**src/rtl/alu_pkg.sv**
```systemverilog
// Shared types and constants for the ALU command issuer and its command FIFO.
`default_nettype none

package alu_pkg;
   localparam int ALU_W  = 8;
   localparam int OPC_W  = 4;
   localparam int CMD_W  = 2 * ALU_W + OPC_W;

   // Bit positions inside the 4-bit {Z,N,C,V} flag vector
   localparam int FLAG_Z = 3;
   localparam int FLAG_N = 2;
   localparam int FLAG_C = 1;
   localparam int FLAG_V = 0;

   typedef enum logic [1:0] {
      IDLE  = 2'd0,
      ISSUE = 2'd1,
      WAIT  = 2'd2,
      RSP   = 2'd3
   } issuer_state_t;

   typedef struct packed {
      logic [ALU_W-1:0] a;
      logic [ALU_W-1:0] b;
      logic [OPC_W-1:0] opcode;
   } alu_cmd_t;
endpackage

`default_nettype wire

```
**src/rtl/alu_cmd_fifo.sv**
```systemverilog
// Synchronous command FIFO (operands + opcode); extra pointer bit separates full from empty.
`default_nettype none

module alu_cmd_fifo
   import alu_pkg::*;
#(
   parameter int DEPTH = 4,
   parameter int WIDTH = CMD_W
) (
   input  logic             clk,
   input  logic             rst_n,
   input  logic             push,
   input  logic [WIDTH-1:0] wdata,
   input  logic             pop,
   output logic [WIDTH-1:0] rdata,
   output logic             full,
   output logic             empty
);
   localparam int AW = $clog2(DEPTH);

   logic [WIDTH-1:0] mem [DEPTH];
   logic [AW:0]      wr_ptr;
   logic [AW:0]      rd_ptr;

   always_ff @(posedge clk or negedge rst_n) begin
      if (!rst_n) begin
         wr_ptr <= '0;
         rd_ptr <= '0;
      end else begin
         if (push && !full)
            wr_ptr <= wr_ptr + 1'b1;
         if (pop && !empty)
            rd_ptr <= rd_ptr + 1'b1;
      end
   end

   always_ff @(posedge clk) begin
      if (push && !full)
         mem[wr_ptr[AW-1:0]] <= wdata;
   end

   assign rdata = mem[rd_ptr[AW-1:0]];
   assign empty = (wr_ptr == rd_ptr);
   assign full  = (wr_ptr[AW-1:0] == rd_ptr[AW-1:0]) && (wr_ptr[AW] != rd_ptr[AW]);
endmodule

`default_nettype wire

```
**src/rtl/alu_cmd_issuer.sv**
```systemverilog
// Queues ALU commands, drives the start/busy/done handshake with a watchdog,
// and returns tagged results on a valid/ready response stream.
`default_nettype none

module alu_cmd_issuer
   import alu_pkg::*;
#(
   parameter int DEPTH   = 4,
   parameter int TIMEOUT = 15,
   parameter int TAG_W   = 4
) (
   input  logic             clk,
   input  logic             rst_n,
   input  logic             cmd_valid,
   output logic             cmd_ready,
   input  logic [ALU_W-1:0] cmd_a,
   input  logic [ALU_W-1:0] cmd_b,
   input  logic [OPC_W-1:0] cmd_opcode,
   output logic             rsp_valid,
   input  logic             rsp_ready,
   output logic [ALU_W-1:0] rsp_result,
   output logic [3:0]       rsp_flags,
   output logic             rsp_timeout,
   output logic [TAG_W-1:0] rsp_tag,
   output logic             alu_start,
   output logic [ALU_W-1:0] alu_a,
   output logic [ALU_W-1:0] alu_b,
   output logic [OPC_W-1:0] alu_opcode,
   input  logic             alu_busy,
   input  logic             alu_done,
   input  logic [ALU_W-1:0] alu_result,
   input  logic             alu_z,
   input  logic             alu_n,
   input  logic             alu_c,
   input  logic             alu_v
);
   localparam int WD_W = (TIMEOUT < 1) ? 1 : $clog2(TIMEOUT + 1);

   issuer_state_t    state;
   alu_cmd_t         head;
   logic             full;
   logic             empty;
   logic             pop;
   logic [WD_W-1:0]  watchdog;
   logic [TAG_W-1:0] tag_cnt;

   assign cmd_ready = !full;
   // Never start while a previous (possibly abandoned) ALU operation is still active
   assign pop = (state == IDLE) && !empty && !alu_busy && !alu_done;

   alu_cmd_fifo #(
      .DEPTH (DEPTH),
      .WIDTH (CMD_W)
   ) u_fifo (
      .clk   (clk),
      .rst_n (rst_n),
      .push  (cmd_valid),
      .wdata ({cmd_a, cmd_b, cmd_opcode}),
      .pop   (pop),
      .rdata (head),
      .full  (full),
      .empty (empty)
   );

   always_ff @(posedge clk or negedge rst_n) begin
      if (!rst_n) begin
         state       <= IDLE;
         watchdog    <= '0;
         tag_cnt     <= '0;
         alu_start   <= 1'b0;
         alu_a       <= '0;
         alu_b       <= '0;
         alu_opcode  <= '0;
         rsp_valid   <= 1'b0;
         rsp_result  <= '0;
         rsp_flags   <= '0;
         rsp_timeout <= 1'b0;
         rsp_tag     <= '0;
      end else begin
         alu_start <= 1'b0;
         case (state)
            IDLE: begin
               if (pop) begin
                  alu_a      <= head.a;
                  alu_b      <= head.b;
                  alu_opcode <= head.opcode;
                  rsp_tag    <= tag_cnt;
                  alu_start  <= 1'b1;
                  state      <= ISSUE;
               end
            end
            ISSUE: begin
               watchdog <= '0;
               state    <= WAIT;
            end
            WAIT: begin
               if (alu_done) begin
                  rsp_result        <= alu_result;
                  rsp_flags[FLAG_Z] <= alu_z;
                  rsp_flags[FLAG_N] <= alu_n;
                  rsp_flags[FLAG_C] <= alu_c;
                  rsp_flags[FLAG_V] <= alu_v;
                  rsp_timeout       <= 1'b0;
                  rsp_valid         <= 1'b1;
                  state             <= RSP;
               end else if (watchdog == WD_W'(TIMEOUT)) begin
                  rsp_result  <= '0;
                  rsp_flags   <= '0;
                  rsp_timeout <= 1'b1;
                  rsp_valid   <= 1'b1;
                  state       <= RSP;
               end else begin
                  watchdog <= watchdog + 1'b1;
               end
            end
            RSP: begin
               if (rsp_ready) begin
                  rsp_valid <= 1'b0;
                  tag_cnt   <= tag_cnt + 1'b1;
                  state     <= IDLE;
               end
            end
            default: state <= IDLE;
         endcase
      end
   end
endmodule

`default_nettype wire

```
**config.mk**
```make
export PLATFORM = sky130hd
export DESIGN_NAME = alu_cmd_issuer
export DESIGN_NICKNAME = d
export VERILOG_FILES = /design/src/rtl/alu_pkg.sv /design/src/rtl/alu_cmd_fifo.sv /design/src/rtl/alu_cmd_issuer.sv
export SDC_FILE = /design/constraint.sdc
export NUM_CORES = 1
export LEC_CHECK = 0
export CORE_ASPECT_RATIO = 1.1
export CORE_MARGIN = 2
export CORE_UTILIZATION = 50
export CTS_BUF_LIST = sky130_fd_sc_hd__clkbuf_2 sky130_fd_sc_hd__clkbuf_4 sky130_fd_sc_hd__clkbuf_8
export CTS_CLUSTER_DIAMETER = 50
export CTS_CLUSTER_SIZE = 25
export DETAILED_ROUTE_END_ITERATION = 12
export PLACE_DENSITY_LB_ADDON = 0.15
export SETUP_SLACK_MARGIN = 0.1
export SLEW_MARGIN = 20
export SYNTH_ARGS = -nofsm -noshare
export SYNTH_HDL_FRONTEND = slang
export SYNTH_SLANG_ARGS = --single-unit
export TNS_END_PERCENT = 1
```
**constraint.sdc**
```tcl
create_clock -name clk -period 2 [get_ports clk]
set_clock_uncertainty 0.05 [all_clocks]
set_input_delay 0.2 -clock clk [delete_from_list [all_inputs] [get_ports clk]]
set_output_delay 0.2 -clock clk [all_outputs]
set_load 0.01 [all_outputs]
```
==> impl_metrics.tcl <==
set metrics [dict create \
    routabilityCongestion 0.725 \
    clock.fmax_mhz 549 \
    grt_max_degree 38 \
    worstPathArrival_ps 1570 \
    grt_pass1_vias 2883 \
    rsz0062_at_grt "yes" \
    synth_flop_cell "edfxtp_1" \
    antenna_cells 0 \
    setup_viol 0 \
    synth-async-reset-ratio 0.407 \
    syn-cell-area_um2 5230 \
    cp_max_fo 4 \
    syn-mean-instance-area_um2 19.1 \
    clockBufferDepth 2 \
    synthDistinctLibCells 33 \
    cp-end-kind "output pin" \
    area_growth_pct 30.3 \
    cts_root_buffer "clkbuf_8" \
    grt_use_total 0.174 \
    dp_slack_ps 170 \
    pwr-share-seq 0.418 \
    drtAntennaViolNets 0 \
    endpoint "cmd_ready" \
    ir_drop_mv 0.723 \
    synth_edf_count 80 \
    wire_per_inst_um 16.8 \
    r2r_end "alu_b[1]" \
    path_class "reg -> out" \
    cts_tree "built" \
    worst-r2r-cell-count 6 \
    setup_ws_ps 180 \
    syn_nets 323 \
    drc 0 \
    netlist.area_leader.share 0.460 \
    met2_usage 0.295 \
    synth_seq_cells 135 \
    drive_gt1_frac 0.216 \
    syn_inst 273 \
    num_vias 2721 \
    timing.rr.start "u_fifo.wr_ptr[1]" \
    ys_seq_area_frac 0.723 \
    cts-htree-levels 4 \
    yosysMostFrequentCell "edfxtp_1" \
    leakagePower_nw 2.63 \
    die_w_um 101 \
    hold_viol 0 \
    core_area_um2 10300 \
    rrSetupSlack_ps 190 \
    synth_commonest_cells "edfxtp_1 (80), dfrtp_1 (55), mux4_2 (20), mux2_1 (19), a22o_1 (14)" \
    slew_headroom 0.673 \
    cp.required_ps 1750 \
    fin_nets 426 \
    worst_pin_slew_ps 490 \
    top_usage_layer "met2" \
    dp_hpwl_um 5650 \
    start_kind "flip-flop" \
    firstDrtPassIters 4 \
    min_path_type "in -> async" \
    rows 39 \
    synth_area_leaders "edfxtp_1 (46%), dfrtp_1 (26%), mux4_2 (8.6%)" \
    met3_usage 0.0429 \
    antenna_found_initial 0 \
    worstSkewPairLatency_ps 420 \
    drt-total-wl_um 8930 \
    switching_share 0.284 \
    pin_count 78 \
    synth_largest_area_cell "edfxtp_1" \
    die_y_um 111 \
    fin_tns_setup_ps 0 \
    grt_util_met1 0.211 \
    grt_pass1_wl_um 14500 \
    min_period_ps 1820 \
    overflow 0 \
    viasPerCell 5.11 \
    cts_made_buffers 17 \
    initial_core_util 0.507 \
    cts_sinks 135 \
    max_cap_violations 0 \
    final_max_slew_viol_count 0 \
    power_density_nw_per_um2 1510 \
    dieArea_um2 11300 \
    p_sw_w 0.00293 \
    power.share.clock 0.246 \
    outcome "completed" \
    path_clk_slew_ps 70 \
    first_iter_violations 161 \
    p_comb_frac 0.336 \
    min_period_over_period 0.910 \
    io_buffers 77 \
    internal_power_w 0.00738 \
    crit_path_start "u_fifo.rd_ptr[0]" \
    ys_warn_count 0 \
]
[per-stage QoR]
stage	util	area (um2)	std cells	power, W	hold slack, ps
2_1_floorplan	-	5230	273	0.00621	-146
3_3_place_gp	0.612	6300	497	0.00775	156
3_5_place_dp	0.612	6300	497	0.00784	141
4_1_cts	0.660	6790	530	0.0104	216
5_1_grt	0.661	6810	532	0.0109	254
6_report	0.661	6810	532	0.0103	219
[timing repair]
item | CTS | global route
gates resized for setup | 3 | 0
pin swaps | 1 | 1
hold buffers | 1 | 0
buffers inserted | 0 | 2
endpoints found under the hold margin | 18 | 0
setup endpoints to repair | 1 | 3
[routing by layer]
| metal | vias to the layer above | wire length (um) |
|---|---|---|
| li1 | 1264 | - |
| met1 | 1378 | 3810 |
| met2 | 65 | 4570 |
| met3 | 14 | 382 |
| met4 | 0 | 162 |
| met5 | - | 0 |
[cell families after synthesis]
group                      Yosys count  share of synthesized area
muxes                               49                      0.149
and+or+nand+nor                     24                     0.0254
DFF                                135                      0.723
AOI/OAI and AO/OA                   24                     0.0374
adders and majority gates           12                     0.0287
xor gates and xnor gates            13                     0.0218
buffers and inverters               16                     0.0148
[power groups by stage]
stage / clock [W] / sequential [W] / combinational, W
6_report: 0.00253 / 0.00430 / 0.00347
5_1_grt: 0.00271 / 0.00440 / 0.00377
3_5_place_dp: 0 / 0.00436 / 0.00347
4_1_cts: 0.00259 / 0.00432 / 0.00350
2_1_floorplan: 0 / 0.00447 / 0.00174
3_3_place_gp: 0 / 0.00432 / 0.00343
[registers in the layout, summed over array words and instances (netlist names)]
| name | flops |
|---|---|
| watchdog | 4 |
| alu_b | 8 |
| rsp_valid | 1 |
| u_fifo.mem | 80 |
| alu_opcode | 4 |
| state | 2 |
| rsp_flags | 4 |
| tag_cnt | 4 |
| u_fifo.rd_ptr | 3 |
| rsp_tag | 4 |
| u_fifo.wr_ptr | 3 |
| alu_start | 1 |
| rsp_result | 8 |
| alu_a | 8 |
| rsp_timeout | 1 |
[cells in the final DEF (no fill, tap or decap), types with 4 or more instances in the layout]
cell	instances
xor2_1	4
clkbuf_8	17
buf_4	8
and3_1	5
edfxtp_1	80
mux4_2	20
mux2_2	10
mux2_1	19
ha_1	12
nand2_1	5
buf_12	7
a22o_1	14
dfrtp_1	54
inv_1	6
bufinv_16	5
xnor2_1	7
clkdlybuf4s50_1	75
[critical path, cell delays in order (launching register included)]
cell and delay [ps]:
dfrtp_2 440, xnor2_2 200, nand3b_1 180, dlygate4sd2_1 330
[area by class of cell]
cell class                 instances  area, um2
multi-input combinational        122       1380
inverter                           7       26.3
clock buffer                      18        241
tap                              143        179
timing repair buffer              93        975
sequential                       135       3780
fill                             735       3490
clock inverter                    14        223
[how the worst min path moves through the flow]
stage / from / to / slack (ps) / depth (start not counted)
2_1_floorplan: rst_n / alu_a[0] / -150 / 0
3_3_place_gp: rst_n / rsp_result[2] / 160 / 1
3_5_place_dp: rst_n / rsp_result[6] / 140 / 1
4_1_cts: rst_n / rsp_result[6] / 220 / 2
5_1_grt: rst_n / alu_b[2] / 250 / 2
6_report: rst_n / rsp_result[6] / 220 / 2
Power figures use the tool's default switching activity.
